`config.mk`:
```
export PLATFORM = sky130hd
export DESIGN_NAME = instr_fetch_unit
export DESIGN_NICKNAME = d
export VERILOG_FILES = /design/src/rtl/instr_fetch_unit_pkg.sv /design/src/rtl/instr_fetch_unit.sv
export SDC_FILE = /design/constraint.sdc
export NUM_CORES = 1
export LEC_CHECK = 0
export ABC_CLOCK_PERIOD_IN_PS = 3300
export CORE_ASPECT_RATIO = 1.4
export CORE_MARGIN = 2
export CORE_UTILIZATION = 50
export DETAILED_ROUTE_END_ITERATION = 16
export PLACE_DENSITY = 0.81
export SYNTH_ARGS = -nofsm -noshare
export SYNTH_HDL_FRONTEND = slang
export SYNTH_SLANG_ARGS = --single-unit
```
`constraint.sdc`:
```
create_clock -name clk -period 3.3 [get_ports clk]
set_clock_uncertainty 0.2 [all_clocks]
set_input_delay 0.33 -clock clk [delete_from_list [all_inputs] [get_ports clk]]
set_output_delay 0.33 -clock clk [all_outputs]
set_load 0.01 [all_outputs]
```
`src/rtl/instr_fetch_unit_pkg.sv`:
```
`default_nettype none
// ============================================================================
// Module      : instr_fetch_unit_pkg
// Description : State encoding and fixed constants for the instruction fetch unit.
// Revision    : 1.0 - initial release
// ============================================================================
package instr_fetch_unit_pkg;

  localparam logic [1:0] ST_VEC_HI = 2'd0;
  localparam logic [1:0] ST_VEC_LO = 2'd1;
  localparam logic [1:0] ST_FETCH  = 2'd2;
  localparam logic [1:0] ST_EXT    = 2'd3;

  // Opword bit that marks a 32-bit instruction (immediate word follows)
  localparam int IMM_FLAG_BIT   = 0;
  localparam int RESET_VEC_ADDR = 0;

endpackage
`default_nettype wire

```
`src/rtl/instr_fetch_unit.sv`:
```
`default_nettype none
// ============================================================================
// Module      : instr_fetch_unit
// Description : Loads the start PC from the reset vector, then streams 16/32-bit
//               instructions to decode, honouring stalls and redirects.
// Revision    : 1.0 - initial release
// ============================================================================
module instr_fetch_unit
  import instr_fetch_unit_pkg::*;
#(
  parameter int WORD_LENGTH   = 16,
  parameter int ADDRESS_SPACE = 21
) (
  input  logic                     clk,
  input  logic                     reset,
  output logic [ADDRESS_SPACE-1:0] mar,
  input  logic [WORD_LENGTH-1:0]   mdr,
  input  logic                     stall,
  input  logic                     redirect,
  input  logic [ADDRESS_SPACE-1:0] redirect_pc,
  output logic [2*WORD_LENGTH-1:0] instr,
  output logic [ADDRESS_SPACE-1:0] instr_pc,
  output logic                     instr_valid
);

  logic [1:0]             r_state;
  logic [WORD_LENGTH-1:0] r_vec_hi;
  logic [WORD_LENGTH-1:0] r_op_hold;

  always_ff @(posedge clk) begin
    if (!reset) begin
      r_state     <= ST_VEC_HI;
      mar         <= ADDRESS_SPACE'(RESET_VEC_ADDR);
      instr       <= '0;
      instr_pc    <= '0;
      instr_valid <= 1'b0;
      r_vec_hi    <= '0;
      r_op_hold   <= '0;
    end else begin
      case (r_state)
        ST_VEC_HI: begin
          r_vec_hi    <= mdr;
          mar         <= ADDRESS_SPACE'(RESET_VEC_ADDR + 1);
          instr_valid <= 1'b0;
          r_state     <= ST_VEC_LO;
        end
        ST_VEC_LO: begin
          // Start PC is the low ADDRESS_SPACE bits of the two vector words
          mar         <= ADDRESS_SPACE'({r_vec_hi, mdr});
          instr_valid <= 1'b0;
          r_state     <= ST_FETCH;
        end
        default: begin
          if (redirect) begin
            mar         <= redirect_pc;
            instr_valid <= 1'b0;
            r_op_hold   <= '0;
            r_state     <= ST_FETCH;
          end else if (!stall) begin
            if (r_state == ST_EXT) begin
              instr       <= {r_op_hold, mdr};
              instr_pc    <= mar - 1'b1;
              instr_valid <= 1'b1;
              mar         <= mar + 1'b1;
              r_state     <= ST_FETCH;
            end else if (mdr[IMM_FLAG_BIT]) begin
              r_op_hold   <= mdr;
              instr_valid <= 1'b0;
              mar         <= mar + 1'b1;
              r_state     <= ST_EXT;
            end else begin
              instr       <= {mdr, {WORD_LENGTH{1'b0}}};
              instr_pc    <= mar;
              instr_valid <= 1'b1;
              mar         <= mar + 1'b1;
            end
          end
        end
      endcase
    end
  end

endmodule
`default_nettype wire

```
### Word level (Yosys, flattened, before mapping)

Cells that the tools add are included.

| storage, ports and cells | value |
|---|---|
| register bits after elaboration | 98 |

| cells by class | value |
|---|---|
| muxes and demuxes | 18 |
| add/subtract/negate cells | 2 |
| equality and inequality tests | 6 |
| reductions and logical operators | 8 |
| bitwise gates (word level) | 4 |

Operators by type and width:

| kind | number |
|---|---|
| 2-to-1 mux 21 bit | 4 |
| 2-to-1 mux 16 bit | 4 |
| 2-to-1 mux 32 bit | 2 |
| case mux 21 bit (2 select lines) | 1 |
| adder 21 x 1 -> 21 bit (second input constant) | 1 |
| subtractor 21 x 1 -> 21 bit (second input constant) | 1 |
| 2-to-1 mux 2 bit | 4 |
| AND reduction 4 bit | 2 |
| nonzero test 5 bit | 1 |
| != test 2 x 1 -> 1 bit (second input constant) | 2 |
| != test 4 x 1 -> 1 bit (second input constant) | 1 |
| inverter 1 bit | 4 |
| case mux 2 bit (2 select lines) | 1 |
| OR reduction 4 bit | 1 |
| == test 2 x 1 -> 1 bit (second input constant) | 1 |
| == test 2 bit (second input constant) | 1 |
| zero test 2 bit | 1 |
| 2-to-1 mux 1 bit | 2 |
| != test 2 bit (second input constant) | 1 |
| AND reduction 2 bit | 1 |
| nonzero test 2 bit | 1 |
| OR reduction 2 bit | 1 |

### Logic depth before layout (Yosys ltp)

Gate-level depths: netlist of run 1.

| depth | value |
|---|---|
| word-level depth | 5 |
| depth in mapped cells | 8 |
| mapped depth without buffers | 6 |

### Worst setup path after synthesis of run 1

OpenSTA, ideal clock, no wires.

| path | value |
|---|---|
| kind | reg-to-reg |
| start point | register mar[5] |
| end point | register instr_pc[16] |
| arrival time | 2.222 ns |
| setup slack | 0.803 ns |
| setup time | 0.074 ns |
| cell stages (with the launch flop) | 7 |
| cell sequence | dfxtp_1 buf_6 or4_4 or4_1 clkbuf_2 or4b_1 a31oi_1 |

| on the way | value |
|---|---|
| longest elaborated chain between the ends | 2 |

Ends and longest elaborated chain:

| what | line | RTL |
|---|---|---|
| start: declaration | instr_fetch_unit.sv:16 | `output logic [ADDRESS_SPACE-1:0] mar,` |
| start signal: assignment | instr_fetch_unit.sv:33 | `mar <= ADDRESS_SPACE'(RESET_VEC_ADDR);` |
| start signal: assignment | instr_fetch_unit.sv:43 | `mar <= ADDRESS_SPACE'(RESET_VEC_ADDR + 1);` |
| start signal: assignment | instr_fetch_unit.sv:49 | `mar <= ADDRESS_SPACE'({r_vec_hi, mdr});` |
| subtractor 21 x 1 -> 21 bit | instr_fetch_unit.sv:62 | `instr_pc <= mar - 1'b1;` |
| 2-to-1 mux 21 bit | instr_fetch_unit.sv:60 | `if (r_state == ST_EXT) begin` |
| end signal: assignment | instr_fetch_unit.sv:62 |  |
| end signal: assignment | instr_fetch_unit.sv:73 | `instr_pc <= mar;` |
| end: declaration | instr_fetch_unit.sv:22 | `output logic [ADDRESS_SPACE-1:0] instr_pc,` |

No other way between the ends.
A chain may end at the register's enable or synchronous reset.

### Worst setup path after layout of run 1

| path | value |
|---|---|
| start point | register mar[3] |
| end point | register instr_pc[16] |

Same word-level chain as after synthesis.

==> metrics.md, run 1 <==
| Metric | Value |
|---|---|
| Outcome | `completed` |
| GR Overflow Total | `0` |
| Gr usage total | `28.1%` |
| Worst slew margin | `14.5%` |
| Syn avg cell area | `8.00 um2` |
| Final core occ | `roughly 67%` |
| DRT Pass-1 Iters | `6` |
| Post-route minimum period | `2.67 ns` |
| Fin. Hold Viols | `0` |
| Resized cells post-CTS | `0` |
| Crit path buffers/inverters | `0` |
| Footprint of the multi-input gates | `roughly 2600 um2` |
| CP max FO | `12` |
| TritonCTS clock tree | `done` |
| Area of placed instances | `approximately 6000 um2` |
| CTS Buf Count | `9` |
| Placed insts | `about 780` |
| Post-detail-place hpwl | `10300 um` |
| Max Fclk | `375 MHz` |
| Initial drt markers | `roughly 450` |
| Clock sink total | `98` |
| Fill cell count | `802` |
| Die Ht | `around 120 um` |
| RSZ-0062 raised after global routing | `no` |
| Largest net degree at the start of global routing | `48` |
| Post-synthesis sequential area ratio | `41.1%` |
| Mux cell area share after synthesis | `less than 1%` |
| Critical Path End Type | `flop` |
| Crit path kind | `flop to flop` |
| Row count | `42` |
| Type of origin of the critical path | `flop` |
| Initial antenna violation count | `0` |
| Fin cells | `798` |
| Nets@finish | `726` |
| Vias in the first global route | `4765` |
| Root Driver | `clkbuf_16` |
| Syn Nets | `640` |
| CP required | `3.38 ns` |
| Drt wl/cell | `about 18 um` |
| VDD IR-drop max | `approximately 360 uV` |
| Top-area cell type share of the netlist area | `41.1%` |
| IO Pins | `about 120` |
| Setup TNS | `0 ns` |
| # diodes | `0` |
| YS warnings | `0` |
| FFs w/ async S/R, synth | `0%` |
| Area contributors post-synth | `dfxtp_1 41%, nand2_1 5.7%, a21oi_1 4.8%` |
| Hold Crit Class | `flop to flop` |
| Post-synthesis adder-cell area fraction | `0.524%` |
| Power Dens Cells | `436 nW/um2` |
| Largest family of logic cells by synthesized area | `compound AO/OA/AOI/OAI gates` |
| Clk_lat worst skew | `about 0.35 ns` |
| P&R area growth vs syn | `31.7%` |
| Max-cap violations | `0` |
| Prevailing post-synth register cell | `dfxtp_1` |
| Compound-gate portion of the synthesized area | `between 20 and 30%` |
| # setup viols final | `0` |
| Netlist Area Pre-Place | `around 4800 um2` |
| Static leakage | `~0.0022 uW` |
| Crit-path leading delay family | `simple AND/OR/NAND/NOR gates` |
| Post-Synth XOR/XNOR Area | `around 1.3%` |
| CP max stage cell | `or4_1` |
| #FFs+latches synth | `98` |
| Detailed-route wire length | `about 15000 um` |
| CP arrival | `roughly 2.8 ns` |
| Fin Hold WS | `roughly 0.26 ns` |
| Worst stage delay on the critical path | `around 0.66 ns` |
| Final period util | `80.8%` |
| Fraction of layout cells with a size suffix above 1 | `under 10%` |
| CTS H-tree depth | `3` |
| Post-synthesis simple-gate area fraction | `a little under a quarter` |
| Routed via count | `between 5000 and 6000` |
| Post-synth EDFFs | `0` |
| Port-buffer cells | `between 100 and 150` |
| Post-Synthesis Cells | `597` |
| Hold_buf cts | `0` |
| Distinct cells, synth | `60` |
| Fin. max-slew vios | `0` |
| First-pass GRT wire length | `23500 um` |
| # DRC | `0` |
| Seq. cell area | `between 1500 and 2000 um2` |
| Final instance area | `between 6000 and 7000 um2` |
| Vias per inst | `~6.4` |
| Area leader, netlist | `dfxtp_1` |
| Initial Util | `between 50 and 60%` |
| Die width | `86.6 um` |
| Die ar. | `about 10000 um2` |
| Post-CTS setup buffer count | `0` |
| Post-route ant nets | `0` |
| Gpl congestion | `0.891` |
| CTS Buffer Depth | `2` |
| Worst-path cell chain | `or4_4 -> or4_1 -> or4b_1 -> a31oi_1` |
| CTS clk-pin slew, worst paths | `around 0.07 ns` |
| Worst-Margin Slew | `1.27 ns` |
| Core area | `9350 um2` |
[layout by cell type (no fill, tap or decap), types with 5 or more instances in the layout]
cell | Yosys | layout
a21oi_1 | 46 | 46
or4_1 | 5 | 5
nand3_1 | 24 | 24
nand4_1 | 7 | 7
o21ai_0 | 38 | 38
xnor2_1 | 5 | 5
a31oi_1 | 17 | 17
nor3_1 | 8 | 8
buf_4 | 0 | 15
or3_1 | 12 | 12
a211oi_1 | 9 | 9
nor2_1 | 54 | 54
a22oi_1 | 21 | 21
and3_1 | 9 | 9
o21a_1 | 5 | 5
clkbuf_16 | 0 | 9
dfxtp_1 | 98 | 98
inv_1 | 6 | 6
and4_1 | 7 | 7
nor4_1 | 5 | 5
clkdlybuf4s50_1 | 0 | 115
o31ai_1 | 5 | 5
a311oi_1 | 18 | 18
o211a_1 | 7 | 7
nand2_1 | 72 | 72
[kinds of logic (layout without fill, tap and decap cells)]
group,count (synthesis),count (layout)
and+or+nand+nor,223,223
AOI/OAI and AO/OA,200,200
DFF,98,98
buffers and inverters,65,156
xor gates and xnor gates,7,7
adders and majority gates,2,2
muxes,2,2
[Yosys cell counts, types with 3 or more instances]
master / number
a211oi_1: 9
a21oi_1: 46
a22o_1: 3
a22oi_1: 21
a2bb2oi_1: 3
a311oi_1: 18
a31oi_1: 17
and2_1: 4
and3_1: 9
and4_1: 7
buf_1: 3
clkbuf_1: 52
dfxtp_1: 98
inv_1: 6
nand2_1: 72
nand2b_1: 3
nand3_1: 24
nand4_1: 7
nor2_1: 54
nor2b_1: 3
nor3_1: 8
nor4_1: 5
o211a_1: 7
o21a_1: 5
o21ai_0: 38
o2bb2ai_1: 3
o31ai_1: 5
o41ai_1: 3
or3_1: 12
or4_1: 5
xnor2_1: 5
[report_power, final]
group / internal, uW / switching, uW / leakage [uW]
clock: 591 / 469 / 0.000143
combinational: 193 / 228 / 0.00128
sequential: 1220 / 43.5 / 0.000794
total: 2000 / 741 / 0.00222
[worst paths after layout]
check,endpoint,startpoint,slack (ns),cells past startpoint
max,instr_pc[16]$_SDFFE_PN0P_,mar[3]$_SDFFE_PN0P_,0.63,4
max reg2reg,instr_pc[16]$_SDFFE_PN0P_,mar[3]$_SDFFE_PN0P_,0.63,4
min,instr[13]$_SDFFE_PN0P_,instr[13]$_SDFFE_PN0P_,0.26,2
min reg2reg,instr[13]$_SDFFE_PN0P_,instr[13]$_SDFFE_PN0P_,0.26,2
[routing by layer]
| layer | global-route usage [%] | vias up | part of all wire [%] |
|---|---|---|---|
| met2 | 46.6 | 234 | 49 |
| li1 | - | 2396 | - |
| met3 | 4.81 | 41 | 7.4 |
| met5 | 0 | - | 0 |
| met4 | 13.3 | 0 | 3.1 |
| met1 | 35.0 | 2406 | 41 |
[worst register-to-register path, stage by stage, from the launching register on]
cell and delay (ns):
dfxtp_1 0.44, or4_4 0.62, or4_1 0.66, or4b_1 0.54, a31oi_1 0.15
[area by class of cell]
cell class                      instances  area share [%]
Clock inverter                          6            1.03
Multi-Input combinational cell        434            40.7
Sequential cell                        98            31.2
Inverter                                8           0.478
Clock buffer                           10            3.64
Tap cell                              110            2.19
Timing Repair Buffer                  132            20.7
[flip-flops by register name (all words and copies together), names as in the netlist]
name         count
instr           32
instr_pc        21
instr_valid      1
mar             21
r_op_hold       16
r_state          2
r_vec_hi         5
[stage by stage]
| stage | worst slack (ns) | power [uW] |
|---|---|---|
| after global routing | 0.545 | 2840 |
| after floorplan | 0.803 | 1520 |
| final | 0.633 | 2740 |
| after CTS | 0.639 | 2740 |
| after global placement | 0.658 | 1690 |
| after detailed placement | 0.595 | 1700 |
No activity file was read; power rests on OpenSTA's default activity.
==> inputs of run 2 (changes only) <==
--- a/config.mk
+++ b/config.mk
@@ -5,12 +5,12 @@
 export SDC_FILE = /design/constraint.sdc
 export NUM_CORES = 1
 export LEC_CHECK = 0
-export ABC_CLOCK_PERIOD_IN_PS = 3300
+export ABC_CLOCK_PERIOD_IN_PS = 2300
 export CORE_ASPECT_RATIO = 1.4
 export CORE_MARGIN = 2
-export CORE_UTILIZATION = 50
+export CORE_UTILIZATION = 45
 export DETAILED_ROUTE_END_ITERATION = 16
-export PLACE_DENSITY = 0.81
+export PLACE_DENSITY = 0.77
 export SYNTH_ARGS = -nofsm -noshare
 export SYNTH_HDL_FRONTEND = slang
 export SYNTH_SLANG_ARGS = --single-unit
==> constraint.sdc (replaced) <==
create_clock -name clk -period 2.3 [get_ports clk]
set_clock_uncertainty 0.2 [all_clocks]
set_input_delay 0.23 -clock clk [delete_from_list [all_inputs] [get_ports clk]]
set_output_delay 0.23 -clock clk [all_outputs]
set_load 0.01 [all_outputs]
==> metrics.md, run 2 (synthesis gave the netlist of run 1 again) <==
| Metric | Value |
|---|---|
| Outcome | `finished with violations` |
| Failing checks | `setup timing` |
| CP max stage cell | `or4_4` |
| Die ar. | `11500 um2 (+11%)` |
| CTS Buf Count | `9 (unchanged)` |
| Gpl congestion | `0.909 (+2.0%)` |
| Vias in the first global route | `5008 (+5.1%)` |
| Most flops, register | `instr` |
| First-pass GRT wire length | `24900 um (+5.9%)` |
| # diodes | `0 (unchanged)` |
| Post-detail-place hpwl | `11300 um (+10%)` |
| Row count | `44 (+4.8%)` |
| Critical Path End Type | `flop` |
| Most frequent cells in the layout | `115 x clkdlybuf4s50_1, 97 x dfxtp_1, 72 x nand2_1, 54 x nor2_1, 53 x buf_4` |
| Hold path depth | `2 (unchanged)` |
| Initial drt markers | `375 (-17%)` |
| Worst slew margin | `70.1% (+56 points)` |
| IO Pins | `116 (unchanged)` |
| CTS clk-pin slew, worst paths | `0.07 ns (about the same)` |
| Post-route minimum period | `2.30 ns (-0.365 ns)` |
| Pre-CTS WS | `-0.00495 ns (-0.600 ns)` |
| Nets@finish | `765 (+5.4%)` |
| # DRC | `0 (unchanged)` |
| # setup viols final | `1 (+1)` |
| Setup WS post-layout | `-0.00154 ns (-0.635 ns)` |
| Hold_buf cts | `0 (unchanged)` |
| Core area | `10300 um2 (+11%)` |
| Largest registers | `instr: 32 flops, instr_pc: 21 flops, mar: 21 flops` |
| DRT Pass-1 Iters | `5 (-1)` |
| Most frequent CP cell | `or4_4` |
| Max FFs per register | `32 (unchanged)` |
| Gr usage total | `26.8% (-1.3 points)` |
| Initial Util | `46.1% (-4.9 points)` |
| Hold Crit Class | `flop to flop` |
| Port-buffer cells | `115 (unchanged)` |
| Die width | `91.1 um (+5.2%)` |
| Fraction of layout cells with a size suffix above 1 | `11.7% (+5.7 points)` |
| Crit path kind | `flop to flop` |
| Fin. max-slew vios | `0 (unchanged)` |
| GR Overflow Total | `0 (unchanged)` |
| Worst-Margin Slew | `0.443 ns (-0.831 ns)` |
| Drt wl/cell | `17.9 um (-1.7%)` |
| TritonCTS clock tree | `done` |
| Final period util | `100% (+19 points)` |
| Max Fclk | `434 MHz (+16%)` |
| P&R area growth vs syn | `38.6%` |
| Static leakage | `0.00242 uW (+8.9%)` |
| Power Dens Cells | `590 nW/um2 (+35%)` |
| VDD IR-drop max | `496 uV (+38%)` |
| Most common cell after layout, fill and taps aside | `clkdlybuf4s50_1` |
| Worst hold start | `instr[7]$_SDFFE_PN0P_` |
| CTS H-tree depth | `3 (unchanged)` |
| RSZ-0062 raised after global routing | `yes` |
| Clock sink total | `98 (unchanged)` |
| CP max FO | `5 (-7)` |
| Crit path buffers/inverters | `0 (unchanged)` |
| Crit-path leading delay family | `simple AND/OR/NAND/NOR gates` |
| Hold path endpoint | `instr[7]$_SDFFE_PN0P_` |
| Fin. Hold Viols | `0 (unchanged)` |
| Reg2reg start | `mar[3]$_SDFFE_PN0P_` |
| Worst stage delay on the critical path | `0.56 ns (-0.10 ns)` |
| FF-to-FF path depth | `4 (unchanged)` |
| CTS Buffer Depth | `2 (unchanged)` |
| Detailed-route wire length | `15400 um (+6.4%)` |
| Clk_lat worst skew | `0.35 ns (about the same)` |
| Worst-path cell chain | `or4_4 -> or4_4 -> or4b_1 -> a31oi_1` |
| Fin cells | `864 (+8.3%)` |
| Die Ht | `126 um (+5.2%)` |
| CP required | `2.38 ns (-1.00 ns)` |
| Post-route ant nets | `0 (unchanged)` |
| Fill cell count | `923 (+15%)` |
| Max-cap violations | `0 (unchanged)` |
| Setup TNS | `-0.00154 ns (-0.00154 ns)` |
| Reg-to-Reg End | `instr_pc[16]$_SDFFE_PN0P_` |
| Root Driver | `clkbuf_16` |
| Largest net degree at the start of global routing | `71 (+48%)` |
| Initial antenna violation count | `0 (unchanged)` |
| Placed insts | `848 (+8.4%)` |
| Vias per inst | `5.98 (-5.9%)` |
| Type of origin of the critical path | `flop` |
| Routed via count | `5170 (+1.8%)` |
| CP arrival | `2.38 ns (-0.37 ns)` |
| R2R setup slack | `-0.002 ns (-0.63 ns)` |
==> run 2: layer usage <==
layer  vias up  global-route usage, %  share of wire (%)
met5         -                      0                  0
met4         0                   12.1                3.5
met3        44                   5.86                7.0
met2       209                   46.9                 50
met1      2450                   31.2                 39
li1       2467                      -                  -
==> run 2: worst max path at each step <==
| stage | endpoint | startpoint | slack (ns) | cells past startpoint |
|---|---|---|---|---|
| 2_1_floorplan | instr_pc[16]$_SDFFE_PN0P_ | mar[5]$_SDFFE_PN0P_ | -0.12 | 6 |
| 3_3_place_gp | instr_pc[16]$_SDFFE_PN0P_ | mar[3]$_SDFFE_PN0P_ | 0.03 | 4 |
| 3_5_place_dp | instr_pc[12]$_SDFFE_PN0P_ | mar[3]$_SDFFE_PN0P_ | -0.005 | 5 |
| 4_1_cts | instr_pc[12]$_SDFFE_PN0P_ | mar[3]$_SDFFE_PN0P_ | 0.0009 | 5 |
| 5_1_grt | instr_pc[19]$_SDFFE_PN0P_ | mar[3]$_SDFFE_PN0P_ | -0.05 | 5 |
| 6_report | instr_pc[16]$_SDFFE_PN0P_ | mar[3]$_SDFFE_PN0P_ | -0.002 | 4 |
==> run 2: repair_timing <==
item                                    in CTS  in global routing
endpoints found under the setup margin       7                 12
pin swaps                                    0                  5
hold endpoints to repair                     0                  0
resized for setup                            2                  3
buffers inserted                             0                  1
==> run 2: cell type report <==
type | count | area [um2] | area share [%]
Clock buffer | 9 | 225 | 3.40
Multi-Input combinational cell | 434 | 2580 | 38.9
Sequential cell | 98 | 1960 | 29.7
Tap cell | 138 | 173 | 2.61
Timing Repair Buffer | 171 | 1600 | 24.2
Clock inverter | 6 | 50.0 | 0.756
Inverter | 8 | 30.0 | 0.454
==> run 2: worst min-delay path, delay by kind of cell (launching register included) <==
kind | cells | cell delay, ns
simple gates | 1 | 0.05
compound gates | 1 | 0.05
flops | 1 | 0.31
==> run 2: per-stage QoR <==
step / hold WS, ns / power, uW / cell area (um2) / utilization [%]
3_5_place_dp: 0.250 / 2500 / 6320 / 61.0
5_1_grt: 0.272 / 4060 / 6620 / 63.9
6_report: 0.256 / 3910 / 6620 / 63.9
2_1_floorplan: 0.166 / 2180 / 4780 / -
4_1_cts: 0.260 / 3920 / 6600 / 63.8
3_3_place_gp: 0.240 / 2490 / 6320 / 61.0
==> run 2: power by group <==
group	internal (uW)	leakage [uW]	switching, uW
logic	322	0.00149	364
clock network	745	0.000135	685
registers	1750	0.000794	41.3
==> inputs of run 3 (changes only) <==
--- a/config.mk
+++ b/config.mk
@@ -7,9 +7,10 @@
 export LEC_CHECK = 0
 export ABC_CLOCK_PERIOD_IN_PS = 2300
 export CORE_ASPECT_RATIO = 1.4
-export CORE_MARGIN = 2
+export CORE_MARGIN = 5
 export CORE_UTILIZATION = 45
 export DETAILED_ROUTE_END_ITERATION = 16
+export GPL_ROUTABILITY_DRIVEN = 0
 export PLACE_DENSITY = 0.77
 export SYNTH_ARGS = -nofsm -noshare
 export SYNTH_HDL_FRONTEND = slang
==> metrics.md, run 3 (synthesis gave the netlist of run 1 again) <==
| Metric | Value |
|---|---|
| Nets@finish | `759 (-0.78%)` |
| Type of origin of the critical path | `flop` |
| Drt wl/cell | `18.2 um (+1.6%)` |
| Hold Crit Class | `flop to flop` |
| Largest registers | `instr: 32 flops, instr_pc: 21 flops, mar: 21 flops` |
| # DRC | `0 (unchanged)` |
| Fraction of layout cells with a size suffix above 1 | `10.8% (-0.89 points)` |
| Worst-Margin Slew | `0.509 ns (+0.0662 ns)` |
| CP arrival | `2.36 ns (-0.02 ns)` |
| Logic pwr share | `17.6% (about the same)` |
| CTS clk-pin slew, worst paths | `0.07 ns (about the same)` |
| Largest net degree at the start of global routing | `66 (-7.0%)` |
| CP required | `2.37 ns (about the same)` |
| Core area | `10400 um2 (+0.53%)` |
| Fin Hold WS | `0.256 ns (+0.000307 ns)` |
| Post-route minimum period | `2.29 ns (-0.0127 ns)` |
| First-pass GRT wire length | `24800 um (-0.33%)` |
| Post-CTS setup buffer count | `0 (unchanged)` |
| Worst-path cell chain | `or4_4 -> or4_1 -> buf_6 -> or3_1 -> a31oi_1` |
| Worst slew margin | `65.8% (-4.3 points)` |
| Vias per inst | `6.04 (+0.97%)` |
| Flop pwr share | `45.8% (about the same)` |
| Row count | `44 (unchanged)` |
| VDD IR-drop max | `419 uV (-16%)` |
| NetSw | `1100 uW (+0.44%)` |
| TritonCTS clock tree | `done` |
| CTS Buffer Depth | `2 (unchanged)` |
| Port-buffer cells | `115 (unchanged)` |
| Initial Util | `45.9% (-0.24 points)` |
| Clock power share | `36.6% (about the same)` |
| Initial antenna violation count | `0 (unchanged)` |
| GR Overflow Total | `0 (unchanged)` |
| Area of placed instances | `6290 um2 (-0.40%)` |
| Vias in the first global route | `4980 (-0.56%)` |
| # setup viols final | `0 (-1)` |
| Setup TNS | `0 ns (+0.00154 ns)` |
| # diodes | `0 (unchanged)` |
| Detailed-route wire length | `15600 um (+1.1%)` |
| Outcome | `completed` |
| Max FFs per register | `32 (unchanged)` |
| Crit path buffers/inverters | `1 (+1)` |
| Post-route ant nets | `0 (unchanged)` |
| Fin. max-slew vios | `0 (unchanged)` |
| Crit path kind | `flop to flop` |
| Gr usage total | `23.4% (-3.5 points)` |
| Fin. Hold Viols | `0 (unchanged)` |
| Max-cap violations | `0 (unchanged)` |
| Power Dens Cells | `593 nW/um2 (+0.51%)` |
| Net Sw Frac | `28.0% (+0.12 points)` |
| Most common cell after layout, fill and taps aside | `clkdlybuf4s50_1` |
| Tot Pwr | `3910 uW (about the same)` |
| IO Pins | `116 (unchanged)` |
| Clk_lat worst skew | `0.34 ns (about the same)` |
| Routed via count | `5190 (+0.39%)` |
| P&R area growth vs syn | `37.9%` |
| DRT Pass-1 Iters | `7 (+2)` |
| Initial drt markers | `436 (+16%)` |
| Most frequent cells in the layout | `115 x clkdlybuf4s50_1, 97 x dfxtp_1, 72 x nand2_1, 54 x nor2_1, 46 x a21oi_1` |
| Static leakage | `0.00239 uW (-1.2%)` |
| CTS Buf Count | `9 (unchanged)` |
| Crit-path leading delay family | `simple AND/OR/NAND/NOR gates` |
| Worst stage delay on the critical path | `0.54 ns (-0.02 ns)` |
| Clock sink total | `98 (unchanged)` |
| RSZ-0062 raised after global routing | `yes` |
| Die width | `97.1 um (+6.6%)` |
| Die Ht | `132 um (+4.8%)` |
| Most flops, register | `instr` |
| CP max FO | `12 (+7)` |
| Post-detail-place hpwl | `11400 um (+1.1%)` |
| Internal | `2810 uW (-0.17%)` |
| CP max stage cell | `or4_4` |
| CTS H-tree depth | `3 (unchanged)` |
| Root Driver | `clkbuf_16` |
| Die ar. | `12800 um2 (+12%)` |
| Critical Path End Type | `flop` |
| Max Fclk | `437 MHz (+0.55%)` |
| Final instance area | `6580 um2 (-0.51%)` |
| Final period util | `99.5% (-0.55 points)` |
run 3: repair_timing:
item                       in CTS  in global routing
setup endpoints to repair       1                 11
hold buffers                    0                  0
pin swaps                       0                  5
hold endpoints to repair        0                  0
gates resized for setup         1                  3
run 3: per-stage QoR:
stage / setup slack (ns) / utilization (%) / cells
6_report: 0.0111 / 63.3 / 859
3_5_place_dp: -0.000866 / 60.5 / 843
2_1_floorplan: -0.115 / - / 597
3_3_place_gp: 0.0293 / 60.5 / 843
5_1_grt: -0.0381 / 63.3 / 859
4_1_cts: 0.00991 / 63.2 / 859
run 3: final timing paths:
path	endpoint	slack, ns	from	cells past startpoint
max	instr_pc[17]$_SDFFE_PN0P_	0.01	mar[3]$_SDFFE_PN0P_	5
min	instr[15]$_SDFFE_PN0P_	0.26	instr[15]$_SDFFE_PN0P_	2
max reg2reg	instr_pc[17]$_SDFFE_PN0P_	0.01	mar[3]$_SDFFE_PN0P_	5
min reg2reg	instr[15]$_SDFFE_PN0P_	0.26	instr[15]$_SDFFE_PN0P_	2
run 3: worst register-to-register path, delay by kind of cell, from the launching register on:
kind                   cells  cell delay [ns]
AND/OR/NAND/NOR            3             1.36
AO/OA/AOI/OAI              1             0.17
buffers and inverters      1             0.17
flip-flops                 1             0.31
run 3: final cells by class:
class | instances | area (um2)
tap | 138 | 173
clock buffer | 9 | 225
clock inverter | 7 | 51.3
sequential | 98 | 1960
fill | 869 | 3820
timing repair buffer | 165 | 1570
inverter | 8 | 30.0
multi-input combinational | 434 | 2570
run 3: power by group through the flow:
| stage | logic [uW] | clock network [uW] | registers, uW |
|---|---|---|---|
| CTS | 678 | 1440 | 1790 |
| global placement | 660 | 0 | 1830 |
| finish | 687 | 1430 | 1790 |
| detailed placement | 673 | 0 | 1830 |
| floorplan | 340 | 0 | 1840 |
| global route | 741 | 1510 | 1800 |
run 3: metal layers:
metal | vias to the layer above | routed length [um] | track usage (%) | share of wire [%]
li1 | 2453 | - | - | -
met1 | 2420 | 5940 | 27.5 | 38
met2 | 272 | 7710 | 39.6 | 49
met3 | 45 | 1350 | 5.93 | 8.7
met4 | 0 | 605 | 10.9 | 3.9
met5 | - | 0 | 0 | 0
